--- src/rtl/aes_inv_state_manager_if.sv ---
// Handshake, debug and state-matrix control bundle for aes_inv_state_manager.
// key_timeout exists only when AES_INV_KEY_TIMEOUT_EN is defined.
interface aes_inv_state_manager_if;
    logic       start_write_n;
    logic       start_read_n;
    logic       key_expand_done;
    logic       done;
    logic [5:0] dbg_state;
    logic [3:0] dbg_round;
    logic [3:0] matrix_in_sel;
    logic       matrix_write_enable;
    logic       input_mat_row_col;
    logic [1:0] input_mat_idx;
    logic       output_mat_row_col;
    logic [1:0] output_mat_idx;
    logic       key_start;
    logic [3:0] round_key_idx;
    logic [1:0] count_4_out;
`ifdef AES_INV_KEY_TIMEOUT_EN
    logic       key_timeout;
`endif

    modport master (
`ifdef AES_INV_KEY_TIMEOUT_EN
        input  key_timeout,
`endif
        output start_write_n,
        output start_read_n,
        output key_expand_done,
        input  done,
        input  dbg_state,
        input  dbg_round,
        input  matrix_in_sel,
        input  matrix_write_enable,
        input  input_mat_row_col,
        input  input_mat_idx,
        input  output_mat_row_col,
        input  output_mat_idx,
        input  key_start,
        input  round_key_idx,
        input  count_4_out
    );

    modport slave (
`ifdef AES_INV_KEY_TIMEOUT_EN
        output key_timeout,
`endif
        input  start_write_n,
        input  start_read_n,
        input  key_expand_done,
        output done,
        output dbg_state,
        output dbg_round,
        output matrix_in_sel,
        output matrix_write_enable,
        output input_mat_row_col,
        output input_mat_idx,
        output output_mat_row_col,
        output output_mat_idx,
        output key_start,
        output round_key_idx,
        output count_4_out
    );
endinterface

--- src/rtl/aes_inv_state_manager.sv ---
// AES-128 inverse-cipher control FSM: ciphertext/key load, key-expansion wait, rounds 10..0, readout.
// Define AES_INV_KEY_TIMEOUT_EN to add a COMPUTE_ROUNDKEYS watchdog and the key_timeout output.
module aes_inv_state_manager #(
    parameter int NR = 10,
    parameter int KEY_TIMEOUT_CYCLES = 256
) (
    input  logic                   clock,
    input  logic                   reset_n,
    aes_inv_state_manager_if.slave bus
);
    localparam logic [5:0] S_IDLE              = 6'd0;
    localparam logic [5:0] S_CTEXT_WRITE       = 6'd1;
    localparam logic [5:0] S_KEY_WRITE         = 6'd2;
    localparam logic [5:0] S_COMPUTE_ROUNDKEYS = 6'd3;
    localparam logic [5:0] S_INIT_ADDROUNDKEY  = 6'd4;
    localparam logic [5:0] S_INV_SHIFTROWS     = 6'd5;
    localparam logic [5:0] S_INV_SUBBYTES      = 6'd6;
    localparam logic [5:0] S_ADDROUNDKEY       = 6'd7;
    localparam logic [5:0] S_INV_MIXCOLUMNS    = 6'd8;
    localparam logic [5:0] S_DECRYPTION_DONE   = 6'd9;
    localparam logic [5:0] S_PTEXT_READ        = 6'd10;

    localparam logic [3:0] SEL_CTEXT = 4'd0;
    localparam logic [3:0] SEL_ARK   = 4'd4;
    localparam logic [3:0] SEL_ISB   = 4'd5;
    localparam logic [3:0] SEL_ISR   = 4'd6;
    localparam logic [3:0] SEL_IMC   = 4'd7;

    localparam logic [3:0] ROUND_FIRST = 4'(NR);
    localparam logic [3:0] ROUND_NEXT  = 4'(NR - 1);

    logic [5:0] state_q, state_d;
    logic [3:0] round_q, round_d;
    logic [1:0] count_q, count_d;
    logic       last_slice;
    logic       working;

    assign last_slice = (count_q == 2'd3);

    // States that spend exactly four cycles walking count_4 across the matrix slices.
    always_comb begin
        working = 1'b0;
        case (state_q)
            S_CTEXT_WRITE, S_KEY_WRITE, S_INIT_ADDROUNDKEY, S_INV_SHIFTROWS,
            S_INV_SUBBYTES, S_ADDROUNDKEY, S_INV_MIXCOLUMNS, S_PTEXT_READ: working = 1'b1;
            default: working = 1'b0;
        endcase
    end

`ifdef AES_INV_KEY_TIMEOUT_EN
    localparam int TIMER_W = $clog2(KEY_TIMEOUT_CYCLES) + 1;
    localparam logic [TIMER_W-1:0] TIMER_LAST = TIMER_W'(KEY_TIMEOUT_CYCLES - 1);

    logic [TIMER_W-1:0] timer_q, timer_d;
    logic               key_timeout_q, key_timeout_d;
    logic               timer_expired;

    assign timer_expired = (timer_q == TIMER_LAST);

    // Held at zero outside COMPUTE_ROUNDKEYS, so every entry starts a fresh count.
    always_comb begin
        timer_d       = '0;
        key_timeout_d = 1'b0;
        if (state_q == S_COMPUTE_ROUNDKEYS) begin
            timer_d       = timer_q + 1'b1;
            key_timeout_d = timer_expired && !bus.key_expand_done;
        end
    end

    always_ff @(posedge clock or negedge reset_n) begin
        if (!reset_n) begin
            timer_q       <= '0;
            key_timeout_q <= 1'b0;
        end else begin
            timer_q       <= timer_d;
            key_timeout_q <= key_timeout_d;
        end
    end

    assign bus.key_timeout = key_timeout_q;
`endif

    always_comb begin
        state_d = state_q;
        round_d = round_q;
        count_d = '0;
        if (working) begin
            count_d = last_slice ? 2'd0 : count_q + 2'd1;
        end
        case (state_q)
            S_IDLE: begin
                if (!bus.start_write_n) state_d = S_CTEXT_WRITE;
            end
            S_CTEXT_WRITE: begin
                if (last_slice) state_d = S_KEY_WRITE;
            end
            S_KEY_WRITE: begin
                if (last_slice) state_d = S_COMPUTE_ROUNDKEYS;
            end
            S_COMPUTE_ROUNDKEYS: begin
                if (bus.key_expand_done) begin
                    state_d = S_INIT_ADDROUNDKEY;
                    round_d = ROUND_FIRST;
                end
`ifdef AES_INV_KEY_TIMEOUT_EN
                else if (timer_expired) begin
                    state_d = S_IDLE;
                end
`endif
            end
            S_INIT_ADDROUNDKEY: begin
                if (last_slice) begin
                    state_d = S_INV_SHIFTROWS;
                    round_d = ROUND_NEXT;
                end
            end
            S_INV_SHIFTROWS: begin
                if (last_slice) state_d = S_INV_SUBBYTES;
            end
            S_INV_SUBBYTES: begin
                if (last_slice) state_d = S_ADDROUNDKEY;
            end
            // Round 0 has no InvMixColumns: leave straight from AddRoundKey.
            S_ADDROUNDKEY: begin
                if (last_slice) begin
                    state_d = (round_q == 4'd0) ? S_DECRYPTION_DONE : S_INV_MIXCOLUMNS;
                end
            end
            S_INV_MIXCOLUMNS: begin
                if (last_slice) begin
                    state_d = S_INV_SHIFTROWS;
                    round_d = (round_q != 4'd0) ? round_q - 4'd1 : 4'd0;
                end
            end
            S_DECRYPTION_DONE: begin
                if (!bus.start_read_n) state_d = S_PTEXT_READ;
            end
            S_PTEXT_READ: begin
                if (last_slice) state_d = S_IDLE;
            end
            default: begin
                state_d = S_IDLE;
                round_d = '0;
                count_d = '0;
            end
        endcase
    end

    always_ff @(posedge clock or negedge reset_n) begin
        if (!reset_n) begin
            state_q <= S_IDLE;
            round_q <= '0;
            count_q <= '0;
        end else begin
            state_q <= state_d;
            round_q <= round_d;
            count_q <= count_d;
        end
    end

    logic [3:0] sel;
    logic       we;
    logic       in_rc;
    logic [1:0] in_idx;
    logic       out_rc;
    logic [1:0] out_idx;
    logic       key_start;
    logic [3:0] rk_idx;
    logic       done;

    // Output decode is purely a function of the registered state.
    always_comb begin
        sel       = SEL_CTEXT;
        we        = 1'b0;
        in_rc     = 1'b0;
        in_idx    = 2'd0;
        out_rc    = 1'b0;
        out_idx   = 2'd0;
        key_start = 1'b0;
        rk_idx    = 4'd0;
        done      = 1'b0;
        case (state_q)
            S_CTEXT_WRITE: begin
                we     = 1'b1;
                in_rc  = 1'b1;
                in_idx = count_q;
            end
            S_KEY_WRITE: begin
                in_rc     = 1'b1;
                in_idx    = count_q;
                key_start = (count_q == 2'd0);
            end
            S_INIT_ADDROUNDKEY, S_ADDROUNDKEY: begin
                sel     = SEL_ARK;
                we      = 1'b1;
                in_rc   = 1'b1;
                in_idx  = count_q;
                out_rc  = 1'b1;
                out_idx = count_q;
                rk_idx  = round_q;
            end
            S_INV_SHIFTROWS: begin
                sel     = SEL_ISR;
                we      = 1'b1;
                in_idx  = count_q;
                out_idx = count_q;
            end
            S_INV_SUBBYTES: begin
                sel     = SEL_ISB;
                we      = 1'b1;
                in_idx  = count_q;
                out_idx = count_q;
            end
            S_INV_MIXCOLUMNS: begin
                sel     = SEL_IMC;
                we      = 1'b1;
                in_rc   = 1'b1;
                in_idx  = count_q;
                out_rc  = 1'b1;
                out_idx = count_q;
            end
            S_DECRYPTION_DONE: begin
                done = 1'b1;
            end
            S_PTEXT_READ: begin
                out_rc  = 1'b1;
                out_idx = count_q;
            end
            default: begin
                sel = SEL_CTEXT;
            end
        endcase
    end

    assign bus.done                = done;
    assign bus.dbg_state           = state_q;
    assign bus.dbg_round           = round_q;
    assign bus.matrix_in_sel       = sel;
    assign bus.matrix_write_enable = we;
    assign bus.input_mat_row_col   = in_rc;
    assign bus.input_mat_idx       = in_idx;
    assign bus.output_mat_row_col  = out_rc;
    assign bus.output_mat_idx      = out_idx;
    assign bus.key_start           = key_start;
    assign bus.round_key_idx       = rk_idx;
    assign bus.count_4_out         = count_q;
endmodule

--- src/flat_wrapper.sv ---
// flat-port wrapper written by rule: the top's interface ports become plain ports
module aes_inv_state_manager_flat 
#(
    parameter int NR = 10,
    parameter int KEY_TIMEOUT_CYCLES = 256
)
  (clock, reset_n, bus_start_write_n, bus_start_read_n, bus_key_expand_done, bus_done, bus_dbg_state, bus_dbg_round, bus_matrix_in_sel, bus_matrix_write_enable, bus_input_mat_row_col, bus_input_mat_idx, bus_output_mat_row_col, bus_output_mat_idx, bus_key_start, bus_round_key_idx, bus_count_4_out);
  aes_inv_state_manager_if bus_i ();
  input  logic clock;
  input  logic reset_n;
  input wire logic [$bits(bus_i.start_write_n)-1:0] bus_start_write_n;
  input wire logic [$bits(bus_i.start_read_n)-1:0] bus_start_read_n;
  input wire logic [$bits(bus_i.key_expand_done)-1:0] bus_key_expand_done;
  output wire logic [$bits(bus_i.done)-1:0] bus_done;
  output wire logic [$bits(bus_i.dbg_state)-1:0] bus_dbg_state;
  output wire logic [$bits(bus_i.dbg_round)-1:0] bus_dbg_round;
  output wire logic [$bits(bus_i.matrix_in_sel)-1:0] bus_matrix_in_sel;
  output wire logic [$bits(bus_i.matrix_write_enable)-1:0] bus_matrix_write_enable;
  output wire logic [$bits(bus_i.input_mat_row_col)-1:0] bus_input_mat_row_col;
  output wire logic [$bits(bus_i.input_mat_idx)-1:0] bus_input_mat_idx;
  output wire logic [$bits(bus_i.output_mat_row_col)-1:0] bus_output_mat_row_col;
  output wire logic [$bits(bus_i.output_mat_idx)-1:0] bus_output_mat_idx;
  output wire logic [$bits(bus_i.key_start)-1:0] bus_key_start;
  output wire logic [$bits(bus_i.round_key_idx)-1:0] bus_round_key_idx;
  output wire logic [$bits(bus_i.count_4_out)-1:0] bus_count_4_out;
  assign bus_i.start_write_n = bus_start_write_n;
  assign bus_i.start_read_n = bus_start_read_n;
  assign bus_i.key_expand_done = bus_key_expand_done;
  assign bus_done = bus_i.done;
  assign bus_dbg_state = bus_i.dbg_state;
  assign bus_dbg_round = bus_i.dbg_round;
  assign bus_matrix_in_sel = bus_i.matrix_in_sel;
  assign bus_matrix_write_enable = bus_i.matrix_write_enable;
  assign bus_input_mat_row_col = bus_i.input_mat_row_col;
  assign bus_input_mat_idx = bus_i.input_mat_idx;
  assign bus_output_mat_row_col = bus_i.output_mat_row_col;
  assign bus_output_mat_idx = bus_i.output_mat_idx;
  assign bus_key_start = bus_i.key_start;
  assign bus_round_key_idx = bus_i.round_key_idx;
  assign bus_count_4_out = bus_i.count_4_out;
  aes_inv_state_manager #(.NR(NR), .KEY_TIMEOUT_CYCLES(KEY_TIMEOUT_CYCLES)) u_core (.clock(clock), .reset_n(reset_n), .bus(bus_i));
endmodule
--- config.mk ---
export PLATFORM = sky130hd
export DESIGN_NAME = aes_inv_state_manager_flat
export DESIGN_NICKNAME = d
export VERILOG_FILES = /design/src/rtl/aes_inv_state_manager_if.sv /design/src/rtl/aes_inv_state_manager.sv /design/src/flat_wrapper.sv
export SDC_FILE = /design/constraint.sdc
export NUM_CORES = 1
export LEC_CHECK = 0
export BUFFER_PORTS_ARGS = -buffer_cell sky130_fd_sc_hd__buf_2
export CORE_ASPECT_RATIO = 1.25
export CORE_UTILIZATION = 42
export CTS_CLUSTER_SIZE = 20
export DETAILED_ROUTE_END_ITERATION = 8
export PLACE_DENSITY = 0.68
export REMOVE_ABC_BUFFERS = 1
export SETUP_SLACK_MARGIN = 0.15
export SYNTH_ARGS = -nofsm -noshare
export SYNTH_HDL_FRONTEND = slang
export SYNTH_SLANG_ARGS = --single-unit
--- constraint.sdc ---
create_clock -name clock -period 2.25 [get_ports clock]
set_input_delay 0.45 -clock clock [delete_from_list [all_inputs] [get_ports clock]]
set_output_delay 0.45 -clock clock [all_outputs]
set_load 0.01 [all_outputs]
==> results.toml <==
[outcome]
run_status = "finished clean"

[cts]
cts.sinks = 10
clk_pin_slew_ns = 0.06
cts_tree = "yes"
cts_root_buffer = "clkbuf_4"
clk_path_buf_depth = 2
numCtsBuffers = 3
htreeDepth = 1
clk_latency_ns = 0.25

[die]
die_y_um = 58.20
row_count = 20
initial_utilization_pct = 44.17
dieArea_mm2 = 0.002733
die_w_um = 46.96
io_pins = 34
core-area_mm2 = 0.002402

[synth]
synth.avg_cell_area_um2 = 8.162
synth_cells = 130
yosys_warnings = 0
netlist_area_mm2 = 0.001061
synth-seq-area-share_pct = 23.58
yosys.area.top_type = "dfrtp_1"
ys.flop_type = "dfrtp_1"
synth_edf_count = 0
synth.ff_latch_count = 10
yosys-top-cells-area = "dfrtp_1, ha_1, and2_1, buf_4, nand2_1"
yosysUniqueCellTypes = 46
yosys.area.top_type_share_pct = 23.58
async_flop_share_pct = 100.0

[sta]
clock_skew_ns = 0.004932
setup_ws_ns = 0.09235
maxSlewHeadroom_pct = 59.88
rsz0062_at_grt = "yes"
timing.setup.tns_ns = 0
period_share_pct = 95.90
finalCriticalPeriod_ns = 2.158
final_max_slew_viol_count = 0
setup_viol = 0
fmax_mhz = 463.5
tightest_slew_ns = 0.6000
hold_viol_final = 0

[power]
ir_worst_vdd_uv = 193.1
p_leak_nw = 0.6690
powerDensity_mw_per_mm2 = 212.3

[worst_setup_path]
cp-start-kind = "flop"
arrival_ns = 1.71
rr_startpoint = "u_core.bus.dbg_state[0]"
ff2ff_path_depth = 7
worstPathRequired_ns = 1.80
end_kind = "output pin"
reg2reg_to = "u_core.bus.dbg_round[1]"
critPathMaxFanout = 10
rrSetupSlack_ns = 0.17
critPathKind = "reg -> out"

[final_layout]
postLayoutCoreUtil_pct = 59.32
syn_to_final_growth_pct = 34.32
drive_gt1_share_pct = 47.34
diodes = 0
fin_nets = 184
layout_commonest_cell = "buf_2"
mostFrequentLayoutCells = "buf_2, buf_4, nand2_1"
fin_area_mm2 = 0.001425

[global_route]
grt_max_degree = 18
grt_pass1_vias = 934
grt_pass1_wl_um = 4140
antenna_found_initial = 0
grt_overflow = 0
grt_usage_pct = 20.54

[place]
place_hpwl_um = 1902
dp_slack_ns = 0.09232
place_area_mm2 = 0.001211
gp_congestion = 0.9445
port_buffers = 30

[route]
drc = 0
drt_iter0_markers = 18
drt_wl_total_um = 2682
dr.pass1.iters = 4
vias = 1066
routedWlPerCell_um = 13.28
routed_via_density = 5.277
final_antenna_net_count = 0

[flow_run]
cap_violations = 0

[worst_hold_path]
worstHoldPathType = "in -> async"
power by group:
part	switching [mW]	internal, mW	leakage (nW)
Sequential	0	0.180	0.120
Combinational	0.00650	0.00246	0.535
Clock	0.0524	0.0613	0.0138
layout make-up:
cell class | count | area [um^2]
Clock buffer | 3 | 22.52
Sequential cell | 10 | 255.2
Timing Repair Buffer | 45 | 274.0
Tap cell | 33 | 41.29
Multi-Input combinational cell | 102 | 795.8
Fill cell | 223 | 977.2
Inverter | 9 | 36.28
worst max-delay path: stages, from the launching register on:
cell and delay (ns):
dfrtp_2 0.47, ha_4 0.19, buf_6 0.14, o21ai_0 0.26, a21oi_2 0.10, and2_1 0.16
buf_2 0.13
Yosys cell counts, types with 2 or more instances:
cell,count
mux2i_1,2
mux2_2,3
buf_4,5
nand3_1,2
or4_1,2
nor2b_1,3
or3_1,2
a21oi_1,6
and2_1,9
o21ai_0,7
inv_1,9
ha_1,8
clkbuf_1,2
nor3_1,4
or2_2,2
o21bai_1,2
dfrtp_1,10
nand2_1,10
nand2b_1,4
buf_6,2
a21o_1,2
nor2_1,10
state kept, by name, summed over array words and instances, names as in the netlist:
register / cells
u_core.bus.count_4_out: 2
u_core.bus.dbg_round: 4
u_core.bus.dbg_state: 4
cells by family after synthesis:
group / Yosys count / share of synthesized area, %
simple gates: 59 / 33.37
buf+inv: 20 / 11.32
mux: 5 / 5.071
fa+ha+maj: 8 / 9.434
other cells: 1 / 0.3534
flops: 10 / 23.58
compound gates: 27 / 16.86
routing by layer:
| layer | global-route usage (%) | wire, um | up-vias |
|---|---|---|---|
| met5 | 0 | 0 | - |
| met4 | 10.20 | 37 | 0 |
| met3 | 1.246 | 91 | 4 |
| li1 | - | - | 523 |
| met2 | 32.74 | 1379 | 28 |
| met1 | 27.40 | 1173 | 511 |
timing repair:
| action | 4_1_cts | 5_1_grt |
|---|---|---|
| pin swaps | 2 | 11 |
| gates cloned | 0 | 0 |
| resized for setup | 24 | 9 |
| setup endpoints to repair | 14 | 14 |
| buffers inserted | 7 | 3 |
| hold buffers | 0 | 0 |
through the flow:
step,hold WS [ns],power (mW),instances
floorplan,0.1544,0.1853,121
global placement,0.3148,0.1920,189
CTS,0.03887,0.3110,199
global route,0.04330,0.3215,202
finish,0.03857,0.3025,202
detailed placement,0.3207,0.1923,189
how the worst max path moves through the flow:
stage | cells past startpoint | start | slack, ns | to
6_report | 6 | u_core.bus.dbg_state[0] | 0.09 | bus_input_mat_idx[0]
3_5_place_dp | 6 | u_core.bus.dbg_state[0] | 0.09 | u_core.bus.dbg_state[0]
4_1_cts | 7 | u_core.bus.dbg_state[0] | 0.10 | bus_output_mat_row_col
3_3_place_gp | 6 | u_core.bus.dbg_state[0] | 0.19 | u_core.bus.dbg_state[0]
5_1_grt | 6 | u_core.bus.dbg_state[0] | 0.01 | bus_input_mat_idx[0]
2_1_floorplan | 6 | u_core.bus.dbg_state[0] | 0.15 | u_core.bus.dbg_state[0]
(Power assumes the default switching activity.)
